<file path="src/rtl/gpio_pkg.sv">
// Shared defaults and the counter-width helper for the GPIO debouncer.
package gpio_pkg;

  localparam int unsigned WIDTH_DEF     = 8;
  localparam int unsigned DB_CYCLES_DEF = 1000;

  // Wide enough to hold DB_CYCLES itself, so any legal count fits.
  function automatic int unsigned cnt_width(input int unsigned cycles);
    return $clog2(cycles + 1);
  endfunction

endpackage

</file>
<file path="src/rtl/gpio_debounce_bit.sv">
// One pin: 2-flop synchronizer, stability counter, debounced level and edge pulses.
// Latency: held level shows on level_o DB_CYCLES+1 edges after first sample; no backpressure.
module gpio_debounce_bit
  import gpio_pkg::*;
#(
  parameter int unsigned DB_CYCLES = DB_CYCLES_DEF
) (
  input  logic i_clk,
  input  logic i_reset_n,
  input  logic pad_i,
  output logic level_o,
  output logic rise_o,
  output logic fall_o,
  output logic rise_nxt_o,
  output logic fall_nxt_o
);

  localparam int unsigned   CW       = cnt_width(DB_CYCLES);
  localparam logic [CW-1:0] CNT_LAST = CW'(DB_CYCLES - 1);

  logic [1:0]    sync_q;
  logic [CW-1:0] cnt_q, cnt_d;
  logic          level_q, level_d;
  logic          rise_q, rise_d;
  logic          fall_q, fall_d;
  logic          mismatch;
  logic          accept;

  always_ff @(posedge i_clk or negedge i_reset_n) begin
    if (!i_reset_n) begin
      sync_q  <= 2'b00;
      cnt_q   <= '0;
      level_q <= 1'b0;
      rise_q  <= 1'b0;
      fall_q  <= 1'b0;
    end else begin
      sync_q  <= {sync_q[0], pad_i};
      cnt_q   <= cnt_d;
      level_q <= level_d;
      rise_q  <= rise_d;
      fall_q  <= fall_d;
    end
  end

  // Accepting on the last mismatch cycle also clears the count, so it never wraps.
  always_comb begin
    mismatch = sync_q[1] ^ level_q;
    accept   = mismatch && (cnt_q == CNT_LAST);
    cnt_d    = (!mismatch || accept) ? '0 : cnt_q + 1'b1;
    level_d  = accept ? sync_q[1] : level_q;
    rise_d   = accept &&  sync_q[1];
    fall_d   = accept && !sync_q[1];
  end

  assign level_o    = level_q;
  assign rise_o     = rise_q;
  assign fall_o     = fall_q;
  assign rise_nxt_o = rise_d;
  assign fall_nxt_o = fall_d;

endmodule

</file>
<file path="src/rtl/gpio_debounce.sv">
// Debounced GPIO inputs with edge pulses, sticky per-bit events and a combined interrupt.
// Latency: DB_CYCLES+1 edges pad to gpio_o, events in the same cycle as the pulse; no backpressure.
module gpio_debounce
  import gpio_pkg::*;
#(
  parameter int unsigned WIDTH     = WIDTH_DEF,
  parameter int unsigned DB_CYCLES = DB_CYCLES_DEF
) (
  input  logic             i_clk,
  input  logic             i_reset_n,
  input  logic [WIDTH-1:0] pad_i,
  input  logic [WIDTH-1:0] edge_sel_i,
  input  logic [WIDTH-1:0] both_i,
  input  logic [WIDTH-1:0] irq_en_i,
  input  logic [WIDTH-1:0] evt_clr_i,
  output logic [WIDTH-1:0] gpio_o,
  output logic [WIDTH-1:0] rise_o,
  output logic [WIDTH-1:0] fall_o,
  output logic [WIDTH-1:0] evt_o,
  output logic             irq_o
);

  logic [WIDTH-1:0] rise_nxt;
  logic [WIDTH-1:0] fall_nxt;
  logic [WIDTH-1:0] evt_set;
  logic [WIDTH-1:0] evt_q, evt_d;

  for (genvar g = 0; g < WIDTH; g++) begin : g_bit
    gpio_debounce_bit #(
      .DB_CYCLES (DB_CYCLES)
    ) u_bit (
      .i_clk      (i_clk),
      .i_reset_n  (i_reset_n),
      .pad_i      (pad_i[g]),
      .level_o    (gpio_o[g]),
      .rise_o     (rise_o[g]),
      .fall_o     (fall_o[g]),
      .rise_nxt_o (rise_nxt[g]),
      .fall_nxt_o (fall_nxt[g])
    );
  end

  // Next-state pulses let the sticky flag rise together with the registered pulse.
  always_comb begin
    evt_set = (both_i & (rise_nxt | fall_nxt))
            | (~both_i & ((edge_sel_i & rise_nxt) | (~edge_sel_i & fall_nxt)));
    evt_d   = (evt_q & ~evt_clr_i) | evt_set;
  end

  always_ff @(posedge i_clk or negedge i_reset_n) begin
    if (!i_reset_n) begin
      evt_q <= '0;
    end else begin
      evt_q <= evt_d;
    end
  end

  assign evt_o = evt_q;
  assign irq_o = |(evt_q & irq_en_i);

endmodule

</file>
<file path="config.mk">
export PLATFORM = sky130hd
export DESIGN_NAME = gpio_debounce
export DESIGN_NICKNAME = d
export VERILOG_FILES = /design/src/rtl/gpio_pkg.sv /design/src/rtl/gpio_debounce_bit.sv /design/src/rtl/gpio_debounce.sv
export SDC_FILE = /design/constraint.sdc
export NUM_CORES = 1
export LEC_CHECK = 0
export CAP_MARGIN = 10
export CORE_UTILIZATION = 30
export CTS_CLUSTER_DIAMETER = 40
export DETAILED_ROUTE_END_ITERATION = 7
export HOLD_SLACK_MARGIN = 0.15
export PLACE_DENSITY = 0.58
export SETUP_SLACK_MARGIN = 0.02
export SLEW_MARGIN = 20
export SYNTH_ARGS = -nofsm -noshare
export SYNTH_HDL_FRONTEND = slang
export SYNTH_HIERARCHICAL = 1
export SYNTH_SLANG_ARGS = --single-unit
</file>
<file path="constraint.sdc">
create_clock -name i_clk -period 1.9 [get_ports i_clk]
set_input_delay 0.19 -clock i_clk [delete_from_list [all_inputs] [get_ports i_clk]]
set_output_delay 0.19 -clock i_clk [all_outputs]
set_load 0.02 [all_outputs]
</file>
==> metrics.txt, run 1 <==
Post-Route WL=13000 um; busiest layer in global routing=met2; Max Root-Sink Buffers=2; Non-Filler Instances=slightly above 900; Num CTS Buffers=17; DP HPWL=9270 um; wire per inst=roughly 14 um; M1 GR Usage=0.161; # nets final=695; Final GP Congestion=between 0.7 and 0.8; syn_area_per_cell=11.1 um2; I/O Buffers=74; initial core utilization=0.310; layout cell share with drive strength beyond 1=0.166; WS Path Type=register to output pin; clock skew=0.00626 ns; synthesized cell area=5880 um2; Die W=142 um; Min-Delay Path Class=primary input to register; max-slew violations=0; vias per cell=4.90; Mapped Cells=528; max incr delay on CP=between 0.6 and 0.7 ns; Clock transition at path regs=0.06 ns; Slew @ Worst Pin=about 0.40 ns; total grt overflow=0; slowest CP cell=clkdlybuf4s50_1; Worst Path Buf+Inv=1; Yosys reg bits=128; CP Cell Sequence=clkdlybuf4s50_1; number of global-route vias before repair=between 4k and 5k; post-synthesis simple-gate area fraction=0.205; Crit path required time=1.71 ns; met2 usage in global routing=0.238; static leakage=0.00315 uW; number of remaining DRC errors=0; CTS H-tree depth=4; status=finished, final reports clean; Clock Latency Late Sink=a little over 0.4 ns; Routed Antenna Nets=0; Hold Fails Final Rpt=0; top_reg_cell synth=dfrtp_1; fmax=562 MHz; Worst VDD drop=0.601 mV; vias=around 4.5k; drt first-iter violations=282; GRT Total Usage=0.138; FP Rows=50; Syn-to-layout area delta=33.4%; largest net degree at the start of global routing=63; max_cap viols=0; initial antenna violation count=0; Detailed Routing Iterations Pass 1=4; Worst setup SP type=register; Setup WS pre-CTS=0.00784 ns; first-pass GRT wire length=21800 um; mux cell area share after synthesis=0.0323; post-synthesis net count=between 500 and 600; compound-gate portion of the synthesized area=0.131; FFs w/ async S/R, synth=1.00; CP Data Arrival Time=1.59 ns; Core Area=19000 um2; adder-cell share of the synthesized area=0.0170; Tot Pwr=6500 uW; RSZ-0062 raised after global routing=false; Distinct cells, synth=30; GR Util met3=0.0421; setup violators final=0; TNS Setup=0 ns; Final WS setup=0.120 ns; Sink Count=128; CP top delay family=buffers and inverters; Reg area=3200 um2; Die Y-Extent=approximately 140 um; Post-Synth XOR/XNOR Area=0.0595; Fill cells=around 1.8k; Die ar.=around 20000 um2; pwr dens=828 nW/um2; footprint of the multi-input gates=2720 um2; YS warnings=6; EDFF count, synth=0; number of top-level pins=75; main combinational cell family by area after synthesis=simple AND/OR/NAND/NOR gates; placed instance count=884; CTS root buf=clkbuf_16; Tmin final=around 1.8 ns; critical path endpoint category=output pin; Slew HR=0.731; ant diodes=0; register area share after synthesis=0.544; CTS tree=built; crit path max fanout=6; final critical-path share of the clock period=0.937
per-layer routing:
layer / routed length [um] / part of all wire
met1: 5780 / 0.45
met3: 531 / 0.041
met4: 193 / 0.015
met5: 0 / 0
met2: 6480 / 0.50
synthesized netlist by cell type (8+ instances only):
cell       instances  area share
or3_4              8       0.015
nand4_1           17       0.018
a211oi_1          15       0.019
mux2_4             8       0.020
nand2_1           19       0.012
nand4bb_2          8       0.022
nor2_1            40       0.026
dfrtp_1          128        0.54
or3_1             17       0.018
o31ai_1           16       0.020
o21ai_0           46       0.039
xor2_1            24       0.036
xnor2_1           16       0.024
or4_1              8       0.010
a21oi_1           25       0.021
nor3b_1           16       0.020
o21a_1             8       0.010
nand3_1           40       0.034
ha_1               8       0.017
inv_1             17       0.011
and3_2             8       0.010
through the flow:
| stage | utilization | hold slack, ns | instance area, um2 |
|---|---|---|---|
| 2_1_floorplan | - | -0.106 | 5880 |
| 3_3_place_gp | 0.377 | 0.125 | 7140 |
| 3_5_place_dp | 0.377 | 0.125 | 7140 |
| 4_1_cts | 0.410 | 0.198 | 7780 |
| 5_1_grt | 0.414 | 0.193 | 7850 |
| 6_report | 0.414 | 0.215 | 7850 |
worst register-to-register path: stages, from the launching register on:
cell and delay, ns:
dfrtp_1 0.39, ha_2 0.25, nand4bb_2 0.17, or3_4 0.44
nor3b_2 0.25, o21ai_0 0.12, nand3_1 0.09
what timing repair did:
item	CTS	global route
setup buffers	0	1
resized for setup	8	18
setup endpoints to repair	4	10
hold endpoints to repair	128	0
pin swaps	0	1
hold buffers	1	0
final cells by class:
cell class                 count  area share
multi-input combinational    383       0.346
clock inverter                 5      0.0131
inverter                      17     0.00813
timing repair buffer          98       0.120
sequential                   128       0.408
tap                          260      0.0414
clock buffer                  25      0.0631
power by group:
part / total, uW / leakage [uW] / internal, uW / switching, uW
Sequential: 2860 / 0.00173 / 2790 / 68.0
Combinational: 316 / 0.00113 / 167 / 149
Clock: 3330 / 0.000289 / 2190 / 1140
flip-flops by register name, indices dropped and copies added (netlist names):
register	cells
evt_o	8
g_bit.u_bit/rise_o	8
g_bit.u_bit/fall_o	8
g_bit.u_bit/cnt_q	80
g_bit.u_bit/sync_q	16
g_bit.u_bit/level_o	8
cell families after synthesis:
family	after synthesis
simple gates	196
flops	128
compound gates	124
xor+xnor	40
buf+inv	17
mux	15
fa+ha+maj	8
layout by cell type, fill, tap and decap left out, drive strengths merged, types with 16 or more instances in the layout:
cell and instances:
nand4 17, xnor2 16, clkdlybuf4s50 71, or3 25, clkbuf 26, nand2 19
buf 24, inv 17, nor2 40, o31ai 16, nor3b 16, o21ai 46
dfrtp 128, a21oi 25, nand3 40, xor2 24
final timing paths:
path	from	to	slack, ns	cells past startpoint
worst min-delay path	pad_i[3]	g_bit[3].u_bit/sync_q[0]	0.22	1
max in group asynchronous	i_reset_n	g_bit[5].u_bit/cnt_q[7]	1.04	3
min in group asynchronous	i_reset_n	g_bit[0].u_bit/level_o	0.23	2
worst max register to register	g_bit[3].u_bit/cnt_q[0]	evt_o[3]	0.12	6
worst min register to register	g_bit[6].u_bit/sync_q[0]	g_bit[6].u_bit/sync_q[1]	0.35	0
worst max-delay path	g_bit[0].u_bit/level_o	gpio_o[0]	0.12	1
Note: power is estimated with default switching activity, not from simulation.
==> run 2, diff against run 1 <==
--- a/config.mk
+++ b/config.mk
@@ -6,11 +6,11 @@
 export NUM_CORES = 1
 export LEC_CHECK = 0
 export CAP_MARGIN = 10
-export CORE_UTILIZATION = 30
+export CORE_UTILIZATION = 47
 export CTS_CLUSTER_DIAMETER = 40
 export DETAILED_ROUTE_END_ITERATION = 7
 export HOLD_SLACK_MARGIN = 0.15
-export PLACE_DENSITY = 0.58
+export PLACE_DENSITY = 0.78
 export SETUP_SLACK_MARGIN = 0.02
 export SLEW_MARGIN = 20
 export SYNTH_ARGS = -nofsm -noshare
==> metrics.txt, run 2 (same netlist as run 1, synthesis figures left out) <==
status=finished, final reports clean; largest registers=g_bit.u_bit/cnt_q x80, g_bit.u_bit/sync_q x16; Worst R2R End=evt_o[4]; Worst VDD drop=0.592 mV; wire per inst=15.7 um; number of top-level pins=75; worst hold path depth=1; drt first-iter violations=251; clock skew=0.0151 ns; Most flops, register=g_bit.u_bit/cnt_q; Core Util, Final=0.641; critical path endpoint category=output pin; initial antenna violation count=0; ant diodes=0; share of power burned in registers=0.441; Die Y-Extent=~110 um; Routed Antenna Nets=0; worst-case reg-to-reg path depth=6; CP top delay family=buffers and inverters; crit path max fanout=6; commonest non-fill, non-tap cell in the layout=dfrtp_1; first-pass GRT wire length=21600 um; fmax=between 500 and 600 MHz; number of global-route vias before repair=4711; Clock Power Share=0.510; vias=approximately 4.6k; Die ar.=13000 um2; number of remaining DRC errors=0; Hold Fails Final Rpt=0; CTS H-tree depth=4; most frequent cells in the layout=128 x dfrtp_1, 72 x clkdlybuf4s50_1, 46 x o21ai_0, 40 x nand3_1, 40 x nor2_1; WS Path Type=register to output pin; largest net degree at the start of global routing=46; Worst Path Buf+Inv=1; Min-Delay Path Class=primary input to register; CTS tree=built; Num CTS Buffers=17; Final GP Congestion=0.849; max-slew violations=0; CTS root buf=clkbuf_16; Detailed Routing Iterations Pass 1=4; # nets final=about 700; Max Root-Sink Buffers=2; Clock transition at path regs=0.06 ns; setup violators final=0; Die W=114 um; RSZ-0062 raised after global routing=false; slowest CP cell=clkdlybuf4s50_1; Hold EP=g_bit[3].u_bit/sync_q[0]; initial core utilization=0.486; Clock Latency Late Sink=approximately 0.42 ns; Sink Count=128; total grt overflow=0; Core Area=roughly 12000 um2; Tot Pwr=approximately 6500 uW; max incr delay on CP=0.68 ns; Worst setup SP type=register; FP Rows=40; Crit path required time=1.71 ns; Slew @ Worst Pin=around 0.65 ns; Tmin final=1.82 ns; max reg flops=80; internal power=about 5000 uW; logic gate share of total power=0.050; max_cap viols=0; GRT Total Usage=0.216; I/O Buffers=74; CP Data Arrival Time=1.63 ns; pwr dens=834 nW/um2; hold path startpoint=pad_i[3]; reg-to-reg startpoint=g_bit[4].u_bit/cnt_q[1]; Syn-to-layout area delta=32.0%; static leakage=0.00315 uW; Slew HR=0.562; Sw Share=0.221; CP Cell Sequence=clkdlybuf4s50_1; vias per cell=5.50; R2R Setup Slk=0.12 ns; Psw=1430 uW; layout cell share with drive strength beyond 1=0.173; Post-Route WL=between 10000 and 15000 um; final critical-path share of the clock period=0.957; DP HPWL=8860 um
==> run 2: changes by cell type in the layout (fill, tap and decap cells not counted), moves of 3 or more <==
cell,before,now
clkbuf_1,4,0
clkinvlp_4,1,4
clkinv_4,0,3
clkbuf_8,4,1
clkinv_2,1,4
==> run 2: timing repair <==
action,4_1_cts,5_1_grt
setup endpoints to repair,6,8
hold buffers,1,0
setup buffers,0,1
hold endpoints to repair,128,0
gates resized for setup,7,16
==> run 2: worst max path at each step <==
stage | start | to | slack, ns | cells past startpoint
2_1_floorplan | g_bit[2].u_bit/cnt_q[0] | evt_o[2] | 0.22 | 6
3_3_place_gp | g_bit[4].u_bit/cnt_q[0] | evt_o[4] | 0.07 | 6
3_5_place_dp | g_bit[4].u_bit/cnt_q[0] | evt_o[4] | -0.02 | 6
4_1_cts | g_bit[2].u_bit/cnt_q[0] | evt_o[2] | 0.03 | 6
5_1_grt | g_bit[1].u_bit/cnt_q[0] | evt_o[1] | 0.02 | 6
6_report | g_bit[5].u_bit/level_o | gpio_o[5] | 0.08 | 1
==> run 2: routing by layer <==
layer | up-vias | track usage | routed length (um)
met5 | - | 0 | 0
met4 | 0 | 0.100 | 257
met3 | 22 | 0.0558 | 510
met2 | 96 | 0.367 | 6620
met1 | 2256 | 0.256 | 5580
li1 | 2184 | - | -
==> run 2: per-stage QoR <==
stage | instance area [um2] | TNS (ns) | hold WS [ns] | cells | setup WS (ns)
CTS | 7680 | 0 | 0.187 | 827 | 0.0304
floorplan | 5880 | 0 | -0.106 | 528 | 0.222
detailed placement | 7040 | -0.0308 | 0.157 | 794 | -0.0236
global route | 7770 | 0 | 0.202 | 828 | 0.0219
finish | 7770 | 0 | 0.206 | 828 | 0.0811
global placement | 7040 | 0 | 0.153 | 794 | 0.0695
==> run 2: layout make-up <==
type / instances / area [um2]
clock buffer: 18 / 439
fill: 946 / 4340
tap: 168 / 210
clock inverter: 14 / 166
multi-input combinational: 383 / 2720
sequential: 128 / 3200
timing repair buffer: 100 / 961
inverter: 17 / 63.8
==> run 2: power groups by stage <==
stage	registers (uW)	clock network, uW	logic [uW]
2_1_floorplan	2880	0	113
3_3_place_gp	2890	0	305
3_5_place_dp	2900	0	315
4_1_cts	2850	3350	322
5_1_grt	2860	3470	358
6_report	2850	3300	321
==> run 3, diff against run 2 <==
--- a/config.mk
+++ b/config.mk
@@ -11,6 +11,7 @@
 export DETAILED_ROUTE_END_ITERATION = 7
 export HOLD_SLACK_MARGIN = 0.15
 export PLACE_DENSITY = 0.78
+export REMOVE_ABC_BUFFERS = 1
 export SETUP_SLACK_MARGIN = 0.02
 export SLEW_MARGIN = 20
 export SYNTH_ARGS = -nofsm -noshare
==> results of run 3 <==
The final DEF is identical to that of run 2; final timing and power are the same.
